===== config.mk =====
export PLATFORM = sky130hd
export DESIGN_NAME = sequenciador_transmissao_bcd
export DESIGN_NICKNAME = d
export VERILOG_FILES = /design/src/rtl/sequenciador_transmissao_bcd_pkg.sv /design/src/rtl/sequenciador_transmissao_bcd_contador_digitos.sv /design/src/rtl/sequenciador_transmissao_bcd.sv
export SDC_FILE = /design/constraint.sdc
export NUM_CORES = 1
export LEC_CHECK = 0
export CAP_MARGIN = 15
export CORE_UTILIZATION = 25
export DETAILED_ROUTE_END_ITERATION = 16
export RECOVER_POWER = 100
export SETUP_SLACK_MARGIN = 0.15
export SYNTH_ARGS = -nofsm -noshare
export SYNTH_HDL_FRONTEND = slang
export SYNTH_SLANG_ARGS = --single-unit

===== constraint.sdc =====
create_clock -name clock -period 1.2 [get_ports clock]
set_input_delay 0.24 -clock clock [delete_from_list [all_inputs] [get_ports clock]]
set_output_delay 0.24 -clock clock [all_outputs]
set_load 0.03 [all_outputs]

===== src/rtl/sequenciador_transmissao_bcd_pkg.sv =====
// rtl/sequenciador_transmissao_bcd_pkg.sv - shared state encoding and sizing helpers for the BCD transmit sequencer
package sequenciador_transmissao_bcd_pkg;

    localparam int DB_ESTADO_W = 4;

    // Encoding is exported on db_estado, so the numeric values are fixed.
    typedef enum logic [DB_ESTADO_W-1:0] {
        INICIAL   = 4'd0,
        REGISTRA  = 4'd1,
        TRANSMITE = 4'd2,
        ESPERA    = 4'd3,
        PROXIMO   = 4'd4,
        FINAL     = 4'd5
    } estado_t;

    // Width of a counter that must hold 0..num_digitos-1, never narrower than one bit.
    function automatic int largura_contador(input int num_digitos);
        return (num_digitos <= 2) ? 1 : $clog2(num_digitos);
    endfunction

endpackage


===== src/rtl/sequenciador_transmissao_bcd_contador_digitos.sv =====
// rtl/sequenciador_transmissao_bcd_contador_digitos.sv - modulo-N digit counter with clear, enable and last-value flag
module sequenciador_transmissao_bcd_contador_digitos #(
    parameter int MODULO  = 4,
    parameter int LARGURA = 2
) (
    input  logic               clock,
    input  logic               reset,
    input  logic               limpa,
    input  logic               habilita,
    output logic [LARGURA-1:0] valor,
    output logic               ultimo
);

    assign ultimo = (valor == LARGURA'(MODULO - 1));

    // Clear has priority over counting; the count wraps after the last digit.
    always_ff @(posedge clock) begin
        if (reset || limpa) begin
            valor <= '0;
        end else if (habilita) begin
            valor <= ultimo ? '0 : valor + LARGURA'(1);
        end
    end

endmodule


===== src/rtl/sequenciador_transmissao_bcd.sv =====
// rtl/sequenciador_transmissao_bcd.sv - sends a packed-BCD word digit by digit, MSD first, through a BCD-to-ASCII datapath
module sequenciador_transmissao_bcd
    import sequenciador_transmissao_bcd_pkg::*;
#(
    parameter int NUM_BYTES = 2
) (
    input  logic                   clock,
    input  logic                   reset,
    input  logic                   partida,
    input  logic [8*NUM_BYTES-1:0] dados_bcd,
    input  logic                   pronto_transmissao_bcd,
    output logic [7:0]             bcd,
    output logic                   seletor_valor,
    output logic                   inicio_transmissao_bcd,
    output logic                   ocupado,
    output logic                   pronto,
    output logic [DB_ESTADO_W-1:0] db_estado
);

    localparam int NUM_DIGITOS = 2 * NUM_BYTES;
    localparam int CONT_W      = largura_contador(NUM_DIGITOS);

    estado_t                  estado;
    logic [8*NUM_BYTES-1:0]   dados_reg;
    logic [CONT_W-1:0]        digito;
    logic                     ultimo_digito;
    logic                     limpa_contador;
    logic                     avanca_contador;
    logic                     inicio_reg;
    logic                     ocupado_reg;
    logic                     pronto_reg;

    assign limpa_contador  = (estado == REGISTRA);
    assign avanca_contador = (estado == PROXIMO);

    sequenciador_transmissao_bcd_contador_digitos #(
        .MODULO  (NUM_DIGITOS),
        .LARGURA (CONT_W)
    ) u_contador_digitos (
        .clock    (clock),
        .reset    (reset),
        .limpa    (limpa_contador),
        .habilita (avanca_contador),
        .valor    (digito),
        .ultimo   (ultimo_digito)
    );

    // Control FSM: outputs are registered alongside the next state so they line up with it.
    always_ff @(posedge clock) begin
        if (reset) begin
            estado      <= INICIAL;
            dados_reg   <= '0;
            inicio_reg  <= 1'b0;
            ocupado_reg <= 1'b0;
            pronto_reg  <= 1'b0;
        end else begin
            inicio_reg <= 1'b0;
            pronto_reg <= 1'b0;
            case (estado)
                INICIAL: begin
                    if (partida) begin
                        estado      <= REGISTRA;
                        ocupado_reg <= 1'b1;
                    end
                end
                REGISTRA: begin
                    dados_reg  <= dados_bcd;
                    estado     <= TRANSMITE;
                    inicio_reg <= 1'b1;
                end
                TRANSMITE: begin
                    estado <= ESPERA;
                end
                ESPERA: begin
                    if (pronto_transmissao_bcd) begin
                        if (ultimo_digito) begin
                            estado      <= FINAL;
                            pronto_reg  <= 1'b1;
                            ocupado_reg <= 1'b0;
                        end else begin
                            estado <= PROXIMO;
                        end
                    end
                end
                PROXIMO: begin
                    estado     <= TRANSMITE;
                    inicio_reg <= 1'b1;
                end
                FINAL: begin
                    estado <= INICIAL;
                end
                default: begin
                    estado      <= INICIAL;
                    ocupado_reg <= 1'b0;
                end
            endcase
        end
    end

    // Digit d selects byte NUM_BYTES-1-d/2; even digits are the high nibble.
    always_comb begin
        bcd = 8'h00;
        for (int i = 0; i < NUM_BYTES; i++) begin
            if (int'(digito >> 1) == (NUM_BYTES - 1 - i)) begin
                bcd = dados_reg[8*i +: 8];
            end
        end
    end

    // Nibble select is forced low when idle so reset leaves every output at zero.
    assign seletor_valor          = ocupado_reg & ~digito[0];
    assign inicio_transmissao_bcd = inicio_reg;
    assign ocupado                = ocupado_reg;
    assign pronto                 = pronto_reg;
    assign db_estado              = estado;

endmodule


==> summary.md <==
| Metric | Value |
|---|---|
| Crit path max-delay family | `flip-flops` |
| Clk slew on worst S/H paths | `90 ps` |
| Final setup viols | `25` |
| Number of global-route vias before repair | `1,076` |
| Yosys warnings | `0` |
| Max stage delay on crit path | `360 ps` |
| Clk buf depth | `2` |
| Die Width | `67.07 um` |
| Via count | `1,044` |
| Syn Nets | `143` |
| Clk sinks | `24` |
| Mapped Cells | `122` |
| Setup TNS | `-3308 ps` |
| Clock Latency Late Sink | `270 ps` |
| Main area contributors after synthesis | `dfxtp_1 45%, nand2_1 12%, mux2_2 8.5%` |
| Drt initial violations | `27` |
| Routed WL | `3211 um` |
| Worst Hold Endpoint | `dados_reg[1]$_SDFFE_PP0N_` |
| RSZ-0062 raised after global routing | `true` |
| DRC | `0` |
| Mean Syn Cell Area | `8.676 um^2` |
| H-tree depth | `1` |
| MaxCap Viol Count | `0` |
| Starting Density | `26.27%` |
| Initial antenna violation count | `0` |
| CP cell instances | `buf_12 -> mux2_4 -> buf_6` |
| Critical path depth | `3` |
| Critical path capture point type | `output port` |
| Origin of the critical flop-to-flop path | `u_contador_digitos.valor[1]$_SDFFE_PP0N_` |
| Clock skew | `6.894 ps` |
| Num CTS Buffers | `3` |
| R2R setup slack | `-90 ps` |
| Filler instances | `371` |
| Die height | `67.07 um` |
| I/O Buffers | `34` |
| Boundary pin count | `36` |
| Area Overhead vs Synth | `95.04%` |
| Overall Global Routing Usage | `14.56%` |
| RePlAce Congestion | `0.6692` |
| Drt pass-1 iters | `6` |
| Root Driver | `clkbuf_8` |
| Max reg flops | `16` |
| Proportion of layout cells with a drive suffix above 1 | `59.67%` |
| Antenna-violating nets left | `0` |
| Worst Reg2Reg Path Length in Cells | `7` |
| Min-Delay Path Depth | `2` |
| Arrival @ worst endpoint | `1220 ps` |
| Final instance area | `2064 um^2` |
| Hold Crit Start | `dados_reg[1]$_SDFFE_PP0N_` |
| Slew Limit Fails | `0` |
| WP data required | `960 ps` |
| Pwr dens | `1028 nW/um^2` |
| Finished Layout Cells | `231` |
| CP max FO | `8` |
| Syn Std Cell Area | `1059 um^2` |
| Register area share after synthesis | `45.39%` |
| Critical path startpoint | `u_contador_digitos.valor[1]$_SDFFE_PP0N_` |
| Most common cell after layout, fill and taps aside | `buf_6` |
| Cell variety after synth | `31` |
| Die Footprint | `4498 um^2` |
| First-pass GRT wire length | `4905 um` |
| Hpwl dp | `1831 um` |
| Violated checks | `negative setup slack` |
| Peak supply drop | `0.4196 mV` |
| FF-to-FF End | `u_contador_digitos.valor[0]$_SDFFE_PP0N_` |
| Synth top area share | `45.39%` |
| Grt total ovfl | `0` |
| Placed Cells incl. Taps | `211` |
| Startpoint Class | `flop` |
| Site Rows | `23` |
| Ratio of final minimum period to clock period | `121.9%` |
| WS Path Type | `flop to output port` |
| Vias per cell | `4.519` |
| Status | `complete, but fails checks` |
| Crit-path slowest cell | `dfxtp_2` |
| Routed WL per cell | `13.90 um` |
| Post-DP Area | `1545 um^2` |
| CTS tree | `built` |
| Leakage | `0.8067 nW` |
| Final setup margin | `-263.3 ps` |
| Most frequent cells in the layout | `22 x buf_6, 20 x dfxtp_1, 18 x clkdlybuf4s50_1` |
| Largest net degree at the start of global routing | `16` |
| Worst min path class | `flop to flop` |
| Total power | `2.123 mW` |
| ANT cells | `0` |
| Yosys reg bits | `24` |
| Buffers plus inverters on the worst setup path | `2` |
| FMAX | `683.4 MHz` |
| Final hold violations | `0` |
| Area of the core | `4029 um^2` |
| Post-Route Utilization | `51.24%` |
| Minimum clock period | `1463 ps` |
| Post-synth top area cell | `dfxtp_1` |
| Layout Nets | `203` |
-- worst max-delay path by stage --
stage,end,slack [ps]
6_report,bcd[5],-260
3_3_place_gp,bcd[1],-400
3_5_place_dp,bcd[5],-410
5_1_grt,bcd[6],-300
4_1_cts,bcd[5],-270
2_1_floorplan,dados_reg[10]$_SDFFE_PP0N_,-150
-- power by group --
group	leakage [nW]	switching [mW]	total, mW	internal [mW]
clock network	0.0288	0.260	0.554	0.293
logic	0.580	0.299	0.675	0.376
registers	0.198	0.0479	0.894	0.846
-- cell type report --
cell class	count	area [um^2]	share of cell area [%]
multi-input combinational	87	749.5	36.30
timing repair buffer	65	705.7	34.18
sequential	24	488.0	23.64
tap	50	62.56	3.030
clock buffer	4	55.05	2.667
inverter	1	3.754	0.1818
-- worst min-delay path: cells and delay by family (launching register included) --
family | cells | cell delay, ps
AND/OR/NAND/NOR | 1 | 70
AO/OA/AOI/OAI | 1 | 40
flip-flops | 1 | 330
-- repair_timing --
item / 4_1_cts / 5_1_grt
resized for setup: 109 / 28
buffers inserted: 8 / 5
hold buffers: 0 / 0
setup endpoints to repair: 34 / 36
pin swaps: 41 / 11
gates cloned: 2 / 1
-- synth_stat cells, drive strengths merged --
cell type,n
a2111oi,1
a21oi,17
a31oi,2
and2,2
and3,1
buf,7
clkbuf,3
conb,1
dfxtp,24
ha,1
inv,1
mux2,8
nand2,34
nand2b,1
nand3,3
nand3b,2
nor2,2
nor2b,1
nor3,2
nor3b,2
nor4,1
o21ai,2
o21bai,1
or3b,1
xnor2,1
xor2,1
-- through the flow --
stage	setup WS (ps)	hold slack, ps
after global placement	-395.2	441.6
after CTS	-270.5	468.0
after detailed placement	-414.0	450.4
after global routing	-295.9	485.3
after floorplan	-150.2	309.4
final	-263.3	467.5
-- logic make-up (layout without fill, tap and decap cells) --
| kind of cell | count (synthesis) | after routing | synth area share [%] |
|---|---|---|---|
| buffers and inverters | 11 | 70 | 7.563 |
| xor gates and xnor gates | 2 | 2 | 1.655 |
| other | 1 | 1 | 0.3543 |
| adders and majority gates | 1 | 1 | 1.182 |
| muxes | 8 | 8 | 8.511 |
| DFF | 24 | 24 | 45.39 |
| and+or+nand+nor | 52 | 52 | 23.64 |
| AOI/OAI and AO/OA | 23 | 23 | 11.70 |
-- metal layers --
metal  up-vias  track usage [%]  part of all wire, %
met5         -                0                    0
met4         0            3.989                 0.81
met3         4            2.226                  4.1
met2        27            26.38                   51
met1       489            17.42                   44
li1        524                -                    -
No activity file was read; power rests on OpenSTA's default activity.
